### src/rtl/ctrl_pkg.sv
// Shared control-path types for the five-stage pipeline: opcodes, field
// encodings, per-stage control slices and the halt state enum.
package ctrl_pkg;

    localparam logic [6:0] R_TYPE = 7'b0110011;
    localparam logic [6:0] I_TYPE = 7'b0010011;
    localparam logic [6:0] LW     = 7'b0000011;
    localparam logic [6:0] SW     = 7'b0100011;
    localparam logic [6:0] BR     = 7'b1100011;
    localparam logic [6:0] JAL    = 7'b1101111;
    localparam logic [6:0] JALR   = 7'b1100111;
    localparam logic [6:0] LUI    = 7'b0110111;
    localparam logic [6:0] AUIPC  = 7'b0010111;
    localparam logic [6:0] HALT   = 7'b1111111;

    typedef logic [1:0] alu_op_t;
    localparam alu_op_t ALU_ADD    = 2'b00;
    localparam alu_op_t ALU_BRANCH = 2'b01;
    localparam alu_op_t ALU_FUNC   = 2'b10;
    localparam alu_op_t ALU_PASS_B = 2'b11;

    typedef logic [1:0] wb_sel_t;
    localparam wb_sel_t WB_ALU = 2'b00;
    localparam wb_sel_t WB_MEM = 2'b01;
    localparam wb_sel_t WB_PC4 = 2'b10;

    typedef logic [1:0] jump_t;
    localparam jump_t JUMP_NONE = 2'b00;
    localparam jump_t JUMP_JAL  = 2'b01;
    localparam jump_t JUMP_JALR = 2'b10;

    localparam int CNT_W = 4;

    // Nested slices so each pipeline register holds only what later stages read.
    typedef struct packed {
        logic    reg_write;
        wb_sel_t wb_sel;
    } wb_ctrl_t;

    typedef struct packed {
        logic     mem_read;
        logic     mem_write;
        wb_ctrl_t wb;
    } mem_ctrl_t;

    typedef struct packed {
        logic      alu_src;
        alu_op_t   alu_op;
        logic      branch;
        jump_t     jump;
        logic      auipc;
        mem_ctrl_t mem;
    } ex_ctrl_t;

    typedef struct packed {
        ex_ctrl_t ex;
        logic     halt;
        logic     illegal;
    } ctrl_bundle_t;

    typedef enum logic [1:0] {RUN, DRAIN, HALTED} halt_state_e;

endpackage

### src/rtl/opcode_decoder.sv
// Combinational ID-stage decoder: opcode plus valid into a control bundle.
// ILLEGAL_TRAP_EN turns undefined opcodes into a HALT-like trap.
module opcode_decoder
    import ctrl_pkg::*;
#(
    parameter int OPCODE_W = 7
) (
    input  logic [OPCODE_W-1:0] opcode_i,
    input  logic                id_valid_i,
    output ctrl_bundle_t        bundle_o
);

    always_comb begin
        bundle_o = '0;
        if (id_valid_i) begin
            case (opcode_i)
                R_TYPE: begin
                    bundle_o.ex.mem.wb.reg_write = 1'b1;
                    bundle_o.ex.alu_op           = ALU_FUNC;
                end
                I_TYPE: begin
                    bundle_o.ex.alu_src          = 1'b1;
                    bundle_o.ex.mem.wb.reg_write = 1'b1;
                    bundle_o.ex.alu_op           = ALU_FUNC;
                end
                LW: begin
                    bundle_o.ex.alu_src          = 1'b1;
                    bundle_o.ex.mem.mem_read     = 1'b1;
                    bundle_o.ex.mem.wb.reg_write = 1'b1;
                    bundle_o.ex.mem.wb.wb_sel    = WB_MEM;
                end
                SW: begin
                    bundle_o.ex.alu_src       = 1'b1;
                    bundle_o.ex.mem.mem_write = 1'b1;
                end
                BR: begin
                    bundle_o.ex.branch = 1'b1;
                    bundle_o.ex.alu_op = ALU_BRANCH;
                end
                JAL: begin
                    bundle_o.ex.jump             = JUMP_JAL;
                    bundle_o.ex.mem.wb.reg_write = 1'b1;
                    bundle_o.ex.mem.wb.wb_sel    = WB_PC4;
                end
                JALR: begin
                    bundle_o.ex.jump             = JUMP_JALR;
                    bundle_o.ex.alu_src          = 1'b1;
                    bundle_o.ex.mem.wb.reg_write = 1'b1;
                    bundle_o.ex.mem.wb.wb_sel    = WB_PC4;
                end
                LUI: begin
                    bundle_o.ex.alu_src          = 1'b1;
                    bundle_o.ex.alu_op           = ALU_PASS_B;
                    bundle_o.ex.mem.wb.reg_write = 1'b1;
                end
                AUIPC: begin
                    bundle_o.ex.alu_src          = 1'b1;
                    bundle_o.ex.auipc            = 1'b1;
                    bundle_o.ex.mem.wb.reg_write = 1'b1;
                end
                HALT: bundle_o.halt = 1'b1;
                default: begin
`ifdef ILLEGAL_TRAP_EN
                    bundle_o.halt    = 1'b1;
                    bundle_o.illegal = 1'b1;
`endif
                end
            endcase
        end
    end

endmodule

### src/rtl/pipelined_control_unit.sv
// Control unit for the five-stage pipeline: ID decode, ID/EX-EX/MEM-MEM/WB control
// registers and a halt drain FSM. Optional macro: ILLEGAL_TRAP_EN.
module pipelined_control_unit
    import ctrl_pkg::*;
#(
    parameter int OPCODE_W     = 7,
    parameter int ALUOP_W      = 2,
    parameter int DRAIN_CYCLES = 3
) (
    input  logic                clk,
    input  logic                reset,
    input  logic [OPCODE_W-1:0] opcode_i,
    input  logic                id_valid_i,
    input  logic                stall_i,
    input  logic                flush_i,
    output logic                ex_alu_src_o,
    output logic [ALUOP_W-1:0]  ex_alu_op_o,
    output logic                ex_branch_o,
    output logic [1:0]          ex_jump_o,
    output logic                ex_auipc_o,
    output logic                mem_read_o,
    output logic                mem_write_o,
    output logic                wb_reg_write_o,
    output logic [1:0]          wb_sel_o,
    output logic                fetch_en_o,
    output logic                halted_o,
    output logic                illegal_o
);

    localparam logic [CNT_W-1:0] DRAIN_LOAD = CNT_W'(DRAIN_CYCLES - 1);

    ctrl_bundle_t      dec;
    ex_ctrl_t          id_ex;
    mem_ctrl_t         ex_mem;
    wb_ctrl_t          mem_wb;
    halt_state_e       state, state_next;
    logic [CNT_W-1:0]  cnt, cnt_next;
    logic              halt_accept;

    opcode_decoder #(.OPCODE_W(OPCODE_W)) u_decoder (
        .opcode_i   (opcode_i),
        .id_valid_i (id_valid_i),
        .bundle_o   (dec)
    );

    // Flush outranks stall; either one turns the ID/EX slot into a bubble.
    always_ff @(posedge clk) begin
        if (reset)                id_ex <= '0;
        else if (flush_i || stall_i) id_ex <= '0;
        else                      id_ex <= dec.ex;
    end

    always_ff @(posedge clk) begin
        if (reset) begin
            ex_mem <= '0;
            mem_wb <= '0;
        end else begin
            ex_mem <= id_ex.mem;
            mem_wb <= ex_mem.wb;
        end
    end

    assign halt_accept = dec.halt && !flush_i && !stall_i;

    always_ff @(posedge clk) begin
        if (reset) begin
            state <= RUN;
            cnt   <= '0;
        end else begin
            state <= state_next;
            cnt   <= cnt_next;
        end
    end

    always_comb begin
        state_next = state;
        cnt_next   = cnt;
        case (state)
            RUN: begin
                if (halt_accept) begin
                    state_next = DRAIN;
                    cnt_next   = DRAIN_LOAD;
                end
            end
            DRAIN: begin
                if (cnt == '0) state_next = HALTED;
                else           cnt_next   = cnt - CNT_W'(1);
            end
            HALTED:  state_next = HALTED;
            default: state_next = RUN;
        endcase
    end

    // Fetch stops combinationally on a HALT in ID so nothing younger is fetched.
    always_comb begin
        fetch_en_o = 1'b0;
        halted_o   = 1'b0;
        case (state)
            RUN:     fetch_en_o = !stall_i && !dec.halt;
            HALTED:  halted_o   = 1'b1;
            default: ;
        endcase
    end

`ifdef ILLEGAL_TRAP_EN
    logic illegal_q;
    always_ff @(posedge clk) begin
        if (reset)                                             illegal_q <= 1'b0;
        else if (state == RUN && halt_accept && dec.illegal)   illegal_q <= 1'b1;
    end
    assign illegal_o = illegal_q;
`else
    logic unused_illegal;
    assign unused_illegal = dec.illegal;
    assign illegal_o      = 1'b0;
`endif

    assign ex_alu_src_o   = id_ex.alu_src;
    assign ex_alu_op_o    = id_ex.alu_op;
    assign ex_branch_o    = id_ex.branch;
    assign ex_jump_o      = id_ex.jump;
    assign ex_auipc_o     = id_ex.auipc;
    assign mem_read_o     = ex_mem.mem_read;
    assign mem_write_o    = ex_mem.mem_write;
    assign wb_reg_write_o = mem_wb.reg_write;
    assign wb_sel_o       = mem_wb.wb_sel;

endmodule

### config.mk
export PLATFORM = sky130hd
export DESIGN_NAME = pipelined_control_unit
export DESIGN_NICKNAME = d
export VERILOG_FILES = /design/src/rtl/ctrl_pkg.sv /design/src/rtl/opcode_decoder.sv /design/src/rtl/pipelined_control_unit.sv
export SDC_FILE = /design/constraint.sdc
export NUM_CORES = 1
export LEC_CHECK = 0
export ABC_AREA = 1
export CAP_MARGIN = 10
export CORE_MARGIN = 5
export CORE_UTILIZATION = 50
export CTS_CLUSTER_SIZE = 30
export DETAILED_ROUTE_END_ITERATION = 10
export PLACE_DENSITY = 0.89
export SYNTH_ARGS = -nofsm -noshare
export SYNTH_HDL_FRONTEND = slang
export SYNTH_HIERARCHICAL = 1
export SYNTH_SLANG_ARGS = --single-unit
### constraint.sdc
create_clock -name clk -period 1.4 [get_ports clk]
set_input_delay 0.28 -clock clk [delete_from_list [all_inputs] [get_ports clk]]
set_output_delay 0.28 -clock clk [all_outputs]
set_load 0.01 [all_outputs]
==> metrics.txt, run 1 <==
R2R Setup Slk -50 ps; DIE HEIGHT slightly above 60 um; Met1 Routed Length 1140 um; Iter 0 DRT Violations 24; beginning of the critical path state[1]; worst hold path class reg -> reg; Clk pin slew, worst setup/hold paths approximately 140 ps; hold_buf cts 0; WL/cell 11.3 um; vias per cell approximately 4.6; CTS H-tree depth 1; Worst Skew around 1.6 ps; max-slew violation count 0; proportion of layout cells with a drive suffix above 1 roughly a third; most frequent cells in the layout inv_1 (30), nor2_1 (30), nand2_1 (27); min Tclk post-route between 1000 and 1500 ps; Crit path arrival time 1680 ps; pin count of the biggest net entering global routing 16; Vias roughly 1.2k; Port Buffers 25; grt ovf 0; Rows 18; Worst setup EP type flop; violated checks setup timing; Detailed Place HPWL ~2100 um; period utilization 103%; core footprint approximately 2500 um^2; routed length on met3 ~150 um; initial core utilization 53.0%; total track usage 18.0%; clock root buffer clkbuf_4; Synth Net Count just under 200; Hold Vio Cnt, Final 0; Die ar. between 3000 and 4000 um^2; net count reported at finish 246; CP Launch Type flop; Worst R2R Start state[1]; hold slack slightly above 400 ps; VDD IR max roughly 980 uV; Cells after Synth 181; RSZ-0062 raised after global routing yes; chip width 61.5 um; Finished Layout Cells 258; hold path startpoint id_ex[3]; Clock Sinks 26; placed insts between 200 and 250; Worst EP required about 1600 ps; Clock Path Buffers 2; leakage power 0.882 nW; First-pass DRT Iterations 4; Antenna Nets Post-Route 0; Setup-failing EPs final 6; max-cap viol count 0; Final Util roughly 73%; Skew-Pair Late Insertion Delay 320 ps; Max Freq a little under 700 MHz; Max Used Layer met4; GPL Wtd Cong approximately 0.86; final worst slack -45.4 ps; synthesis-to-layout area growth 37.5%; ANT cells 0; global-route wire length before repair around 5000 um; Post-Syn Area roughly 1300 um^2; syn avg cell area ~7.3 um^2; initial antenna violation count 0; # IOs 27; CTS tree built; Total Routed Length between 2000 and 3000 um; crit path kind reg -> reg; Worst Path Max Fanout 6; cts bufs inserted 3; DRC Markers 0; outcome complete, but fails checks; Synth Warn # 6; DR WL met2 1530 um; Power per Cell Area around 840 nW/um^2; vias in the first global route between 1k and 1.5k
==> sequential cells by signal (all words and copies together) (netlist names), 2 cells and up <==
| name | cells |
|---|---|
| state | 2 |
| ex_alu_op_o | 2 |
| ex_mem | 3 |
| id_ex | 5 |
| wb_sel_o | 2 |
| cnt | 4 |
| ex_jump_o | 2 |
==> final timing paths <==
kind / endpoint / cells past startpoint
max: cnt[3] / 8
min: mem_write_o / 2
max reg2reg: cnt[3] / 8
min reg2reg: mem_write_o / 2
==> layer usage <==
metal,global-route usage (%),vias up
met1,19.4,526
met3,3.14,9
li1,-,624
met4,5.45,0
met2,35.2,31
met5,0,-
==> through the flow <==
stage | area, um^2 | setup slack [ps] | power [mW] | setup TNS (ps)
2_1_floorplan | 1320 | 166 | 0.904 | 0
3_3_place_gp | 1710 | -635 | 1.01 | -4770
3_5_place_dp | 1710 | -665 | 1.01 | -5570
4_1_cts | 1810 | -116 | 1.53 | -151
5_1_grt | 1820 | -163 | 1.61 | -834
6_report | 1820 | -45.4 | 1.52 | -193
==> worst max-delay path, cell delays in order, from the launching register on <==
cell and delay, ps:
dfxtp_2 360, inv_2 50, buf_4 120, buf_4 120, ha_1 250, nand3_1 160, nand3_4 110, a21oi_1 140
nor2_1 50
==> repair_timing <==
item | 4_1_cts | 5_1_grt
setup endpoints to repair | 18 | 6
pin swaps | 6 | 7
gates resized for setup | 40 | 13
buffers inserted | 5 | 1
==> report_power, final <==
group	internal (mW)	switching (mW)	total (mW)
Sequential	0.750	0.00532	0.755
Combinational	0.117	0.141	0.258
Clock	0.290	0.221	0.511
==> layout make-up <==
cell class | count | area [um^2]
clock buffer | 3 | 22.5
clock inverter | 1 | 30.0
fill | 199 | 679
inverter | 39 | 160
multi-input combinational | 108 | 642
sequential | 26 | 523
tap | 30 | 37.5
timing repair buffer | 51 | 405
Note: power is estimated with default switching activity, not from simulation.
==> inputs of run 2 (changes only) <==
--- a/config.mk
+++ b/config.mk
@@ -8,10 +8,10 @@
 export ABC_AREA = 1
 export CAP_MARGIN = 10
 export CORE_MARGIN = 5
-export CORE_UTILIZATION = 50
+export CORE_UTILIZATION = 54
 export CTS_CLUSTER_SIZE = 30
 export DETAILED_ROUTE_END_ITERATION = 10
-export PLACE_DENSITY = 0.89
+export PLACE_DENSITY = 0.94
 export SYNTH_ARGS = -nofsm -noshare
 export SYNTH_HDL_FRONTEND = slang
 export SYNTH_HIERARCHICAL = 1
==> constraint.sdc (replaced) <==
create_clock -name clk -period 1.7 [get_ports clk]
set_input_delay 0.34 -clock clk [delete_from_list [all_inputs] [get_ports clk]]
set_output_delay 0.34 -clock clk [all_outputs]
set_load 0.01 [all_outputs]
==> run 2 against run 1 <==
Net effect: the flow now finishes without violations; sequential power down 18%; first-iteration DRC count is 54% higher; die area shrank 6.2%; non-clock buffer count decreased by 13; largest power group unchanged; combinational power is 25% lower; global-route usage decreased by 2.1 points; sequential share of layout area increased by 1.9 points; register-to-register slack better by 480 ps; via count is 2.7% lower; final cell count down 5.0%.
==> metrics.txt, run 2 (synthesized netlist as in run 1, its figures left out) <==
outcome complete, no violations; Worst setup EP type output port; chip width 59.5 um (-3.2%); proportion of layout cells with a drive suffix above 1 22.3% (-10 points); largest stage delay on the critical path 480 ps (+120 ps); largest registers id_ex (5), cnt (4), ex_mem (3); Antenna Nets Post-Route 0 (unchanged); CTS tree built; Rows 18 (unchanged); net count reported at finish 233 (-5.3%); # IOs 27 (unchanged); global-route wire length before repair 4300 um (-13%); max-cap viol count 0 (unchanged); Total Routed Length 2590 um (-11%); GPL Wtd Cong 0.919 (+6.7%); commonest non-fill, non-tap cell in the layout inv_1; core footprint 2410 um^2 (-3.6%); pin count of the biggest net entering global routing 15 (-1); CTS H-tree depth 1 (unchanged); Skew-Pair Late Insertion Delay 320 ps (about the same); CP Launch Type input pin; Worst Path Max Fanout 2 (-4); vias in the first global route 1060 (-4.5%); Flop pwr share 55.2% (+5.6 points); Reg with most FFs id_ex; max reg flops 5 (unchanged); Clock Sinks 26 (unchanged); hold_buf cts 0 (unchanged); Internal 0.834 mW (-28%); Setup-failing EPs final 0 (-6); DRC Markers 0 (unchanged); Final Util 70.6% (-2.3 points); Finished Layout Cells 245 (-5.0%); max-slew violation count 0 (unchanged); Worst EP required 1360 ps (-280 ps); clock root buffer clkbuf_4; crit-path cells clkdlybuf4s50_1 > nand4_1 > nor2_4 > nor3_2 > buf_2; Clk network pwr share 27.6% (-5.9 points); Port Buffers 25 (unchanged); Hold Vio Cnt, Final 0 (unchanged); leakage power 0.731 nW (-17%); VDD IR max 587 uV (-40%); Iter 0 DRT Violations 37 (+54%); initial antenna violation count 0 (unchanged); slowest stage cell on the critical path clkdlybuf4s50_1; Die ar. 3540 um^2 (-6.2%); vias per cell 4.73 (+2.5%); synthesis-to-layout area growth 28.4%; Power per Cell Area 662 nW/um^2 (-21%); WL/cell 10.6 um (-6.4%); total track usage 15.9% (-2.1 points); initial core utilization 54.9% (+2.0 points); Vias 1158 (-2.7%); worst hold path class reg -> reg; cts bufs inserted 3 (unchanged); most frequent cells in the layout inv_1 (33), nor2_1 (30), nand2_1 (28); Crit path arrival time 1330 ps (-350 ps); Worst Skew 2.97 ps (+1.38 ps); sw frac 25.9% (+1.9 points); Sw Pwr 0.292 mW (-20%); period utilization 98.1%; placed insts 241 (-2.8%); min Tclk post-route 1670 ps; Comb power frac 17.2% (+0.3 points); DIE HEIGHT 59.5 um (-3.2%); First-pass DRT Iterations 4 (unchanged); Max Freq approximately 600 MHz; post-place setup slack -500 ps (+165 ps); crit path kind in -> out; Clk pin slew, worst setup/hold paths 140 ps (about the same); # fillers 188 (-5.5%); ANT cells 0 (unchanged); final worst slack 32.4 ps (+77.8 ps); Total Power 1.13 mW (-26%); Clock Path Buffers 2 (unchanged); grt ovf 0 (unchanged); Detailed Place HPWL 1950 um (-8.0%)
[run 2: changes by cell type in the layout (fill, tap and decap cells not counted), sizes merged]
| cell | previous run | this run |
|---|---|---|
| buf | 28 | 14 |
| dlygate4sd2 | 15 | 5 |
| bufinv | 2 | 1 |
| dlymetal6s2s | 1 | 0 |
| clkdlybuf4s50 | 3 | 19 |
| clkbuf | 7 | 4 |
[run 2: layer usage]
metal | share of wire, % | global-route usage [%] | up-vias
met5 | 0 | 0 | -
met4 | 2.7 | 7.59 | 0
li1 | - | - | 597
met3 | 6.0 | 3.27 | 7
met2 | 50 | 28.2 | 35
met1 | 42 | 17.8 | 519
[run 2: timing repair]
| item | in CTS | in global routing |
|---|---|---|
| gates resized for setup | 12 | 2 |
| endpoints found under the setup margin | 2 | 1 |
| pin swaps | 1 | 1 |
| setup buffers | 0 | 0 |
[run 2: power by group through the flow]
stage	Sequential, mW	Clock, mW	Combinational [mW]
floorplan	0.634	0	0.110
global placement	0.634	0	0.186
detailed placement	0.635	0	0.193
CTS	0.621	0.314	0.189
global route	0.623	0.343	0.214
finish	0.621	0.311	0.193
[run 2: path summary, 6_finish.rpt]
| path | slack, ps | end | cells after the start | startpoint |
|---|---|---|---|---|
| worst max register to register | 430 | cnt[3] | 9 | state[0] |
| worst min-delay path | 410 | mem_read_o | 2 | id_ex[4] |
| worst min register to register | 410 | mem_read_o | 2 | id_ex[4] |
| worst max-delay path | 30 | fetch_en_o | 5 | opcode_i[6] |
[run 2: layout make-up]
class | count | area [um^2] | area share [%]
clock buffers | 4 | 36.3 | 2.13
inverters | 39 | 160 | 9.42
multi-input cells | 108 | 609 | 35.8
flip-flops and latches | 26 | 520 | 30.6
well taps | 30 | 37.5 | 2.21
repair buffers | 38 | 337 | 19.8
[run 2: worst max-delay path, delay by kind of cell]
kind / cells / cell delay (ps)
and+or+nand+nor: 3 / 380
buffers and inverters: 2 / 610
[run 2: stage by stage]
| stage | instance area, um^2 | hold WS, ps | TNS, ps |
|---|---|---|---|
| after CTS | 1690 | 410 | 0 |
| after floorplan | 1320 | 388 | 0 |
| final | 1700 | 408 | 0 |
| after detailed placement | 1660 | 395 | -1670 |
| after global routing | 1700 | 430 | -15.8 |
| after global placement | 1660 | 389 | -1070 |
==> inputs of run 3 (changes only) <==
--- a/config.mk
+++ b/config.mk
@@ -7,7 +7,6 @@
 export LEC_CHECK = 0
 export ABC_AREA = 1
 export CAP_MARGIN = 10
-export CORE_MARGIN = 5
 export CORE_UTILIZATION = 54
 export CTS_CLUSTER_SIZE = 30
 export DETAILED_ROUTE_END_ITERATION = 10
==> run 3 against run 2 <==
Net effect: first-iteration DRC count is 46% lower; setup slack better by 25 ps; non-clock buffer count up 1; sequential cell count unchanged; total power fell by 0.65%; clock-buffer cell count stayed put; cell area decreased by 0.15%; sequential share of layout area is 0.19 points higher; global-route usage up 5.9 points; largest power group unchanged.
==> metrics.txt, run 3 (synthesized netlist as in run 1, its figures left out) <==
synthesis-to-layout area growth 28.3%; Comb power frac 17.4% (+0.2 points); CP Launch Type input pin; post-place setup slack -457 ps (+42.4 ps); CTS H-tree depth 1 (unchanged); clock root buffer clkbuf_4; Iter 0 DRT Violations 20 (-46%); Clock Sinks 26 (unchanged); register area 523 um^2 (+0.48%); # IOs 27 (unchanged); GPL Wtd Cong 0.920 (+0.13%); Flop pwr share 55.6% (+0.4 points); period utilization 96.6% (-1.5 points); Clk pin slew, worst setup/hold paths 140 ps (about the same); Power per Cell Area 659 nW/um^2 (-0.50%); Max Freq 609 MHz (+1.5%); setup TNS 0 ps (unchanged); WL/cell 10.1 um (-4.3%); worst hold path class reg -> reg; DRC Markers 0 (unchanged); VDD IR max 431 uV (-27%); Crit path arrival time 1300 ps (-30 ps); Rows 17 (-1); CTS tree built; largest registers id_ex (5), cnt (4), ex_mem (3); Clk network pwr share 26.9% (-0.7 points); max-cap viol count 0 (unchanged); commonest non-fill, non-tap cell in the layout inv_1; hold_buf cts 0 (unchanged); proportion of layout cells with a drive suffix above 1 23.1% (+0.82 points); Clock Path Buffers 2 (unchanged); ANT cells 0 (unchanged); Total Power 1.12 mW (-0.65%); Worst EP required 1360 ps (about the same); Reg with most FFs id_ex; Total Routed Length 2470 um (-4.7%); Area after DPL 1650 um^2 (-0.60%); sw frac 25.3% (-0.61 points); most frequent cells in the layout inv_1 (32), nor2_1 (30), nand2_1 (29); multi-input logic area 592 um^2 (-2.9%); DIE HEIGHT 51.5 um (-13%); Vias 1161 (+0.26%); final worst slack 57.3 ps (+24.9 ps); crit path kind in -> out; Setup-failing EPs final 0 (unchanged); Worst setup EP type output port; cts bufs inserted 3 (unchanged); Detailed Place HPWL 1940 um (-0.76%); total track usage 21.7% (+5.9 points); Worst Skew 9.79 ps (+6.82 ps); outcome complete, no violations; RSZ-0062 raised after global routing no; Sw Pwr 0.283 mW (-3.0%); vias in the first global route 1112 (+4.9%); vias per cell 4.76 (+0.67%); First-pass DRT Iterations 4 (unchanged); Worst Path Max Fanout 2 (unchanged); global-route wire length before repair 4300 um (unchanged); net count reported at finish 234 (+0.43%); core footprint 2250 um^2 (-6.4%); Die ar. 2650 um^2 (-25%); # fillers 171 (-9.0%); chip width 51.5 um (-13%); Antenna Nets Post-Route 0 (unchanged); grt ovf 0 (unchanged); leakage power 0.751 nW (+2.8%); pin count of the biggest net entering global routing 15 (unchanged); Port Buffers 25 (unchanged); min Tclk post-route 1640 ps (-24.9 ps); max-slew violation count 0 (unchanged); Skew-Pair Late Insertion Delay 320 ps (about the same); max reg flops 5 (unchanged); initial core utilization 58.7% (+3.8 points); fin area 1700 um^2 (-0.15%); Internal 0.835 mW (+0.17%); Hold Vio Cnt, Final 0 (unchanged); initial antenna violation count 0 (unchanged)
run 3: changes by cell type in the layout (fill, tap and decap cells not counted), sizes merged:
cell | before | now
dlymetal6s2s | 0 | 2
buf | 14 | 15
dlygate4sd2 | 5 | 3
run 3: area by class of cell:
class | instances | area share [%]
Sequential cell | 26 | 30.8
Tap cell | 28 | 2.06
Clock buffer | 4 | 2.14
Timing Repair Buffer | 39 | 20.7
Inverter | 39 | 9.43
Multi-Input combinational cell | 108 | 34.9
run 3: path summary, 6_finish.rpt:
check / startpoint / to / slack, ps / cells after the start
worst max-delay path: id_valid_i / fetch_en_o / 60 / 5
worst max register to register: state[0] / cnt[0] / 390 / 6
worst min-delay path: ex_mem[1] / wb_sel_o[1] / 400 / 2
worst min register to register: ex_mem[1] / wb_sel_o[1] / 400 / 2
run 3: layer usage:
| layer | vias up | share of wire, % | track usage [%] |
|---|---|---|---|
| li1 | 604 | - | - |
| met1 | 514 | 43 | 23.4 |
| met2 | 37 | 53 | 41.8 |
| met3 | 6 | 3.4 | 3.51 |
| met4 | 0 | 1.3 | 8.11 |
| met5 | - | 0 | 0 |
run 3: critical path: stages:
cell and delay (ps):
clkdlybuf4s50_1 470, bufinv_8 180, nor2_2 120, nor3_1 50, buf_2 130
run 3: per-stage QoR:
stage	hold WS [ps]	utilization (%)	cells
floorplan	388	-	181
global placement	389	73.0	238
detailed placement	399	73.0	238
CTS	415	74.3	242
global route	440	75.3	244
finish	404	75.3	244
run 3: repair_timing:
| item | CTS | global route |
|---|---|---|
| buffers inserted | 0 | 2 |
| pin swaps | 1 | 4 |
| gates resized for setup | 8 | 5 |
| setup endpoints to repair | 2 | 1 |
run 3: power groups by stage:
stage | sequential, mW | combinational (mW) | clock [mW]
3_3_place_gp | 0.635 | 0.183 | 0
5_1_grt | 0.623 | 0.216 | 0.330
3_5_place_dp | 0.635 | 0.192 | 0
4_1_cts | 0.622 | 0.191 | 0.308
2_1_floorplan | 0.634 | 0.110 | 0
6_report | 0.622 | 0.195 | 0.301
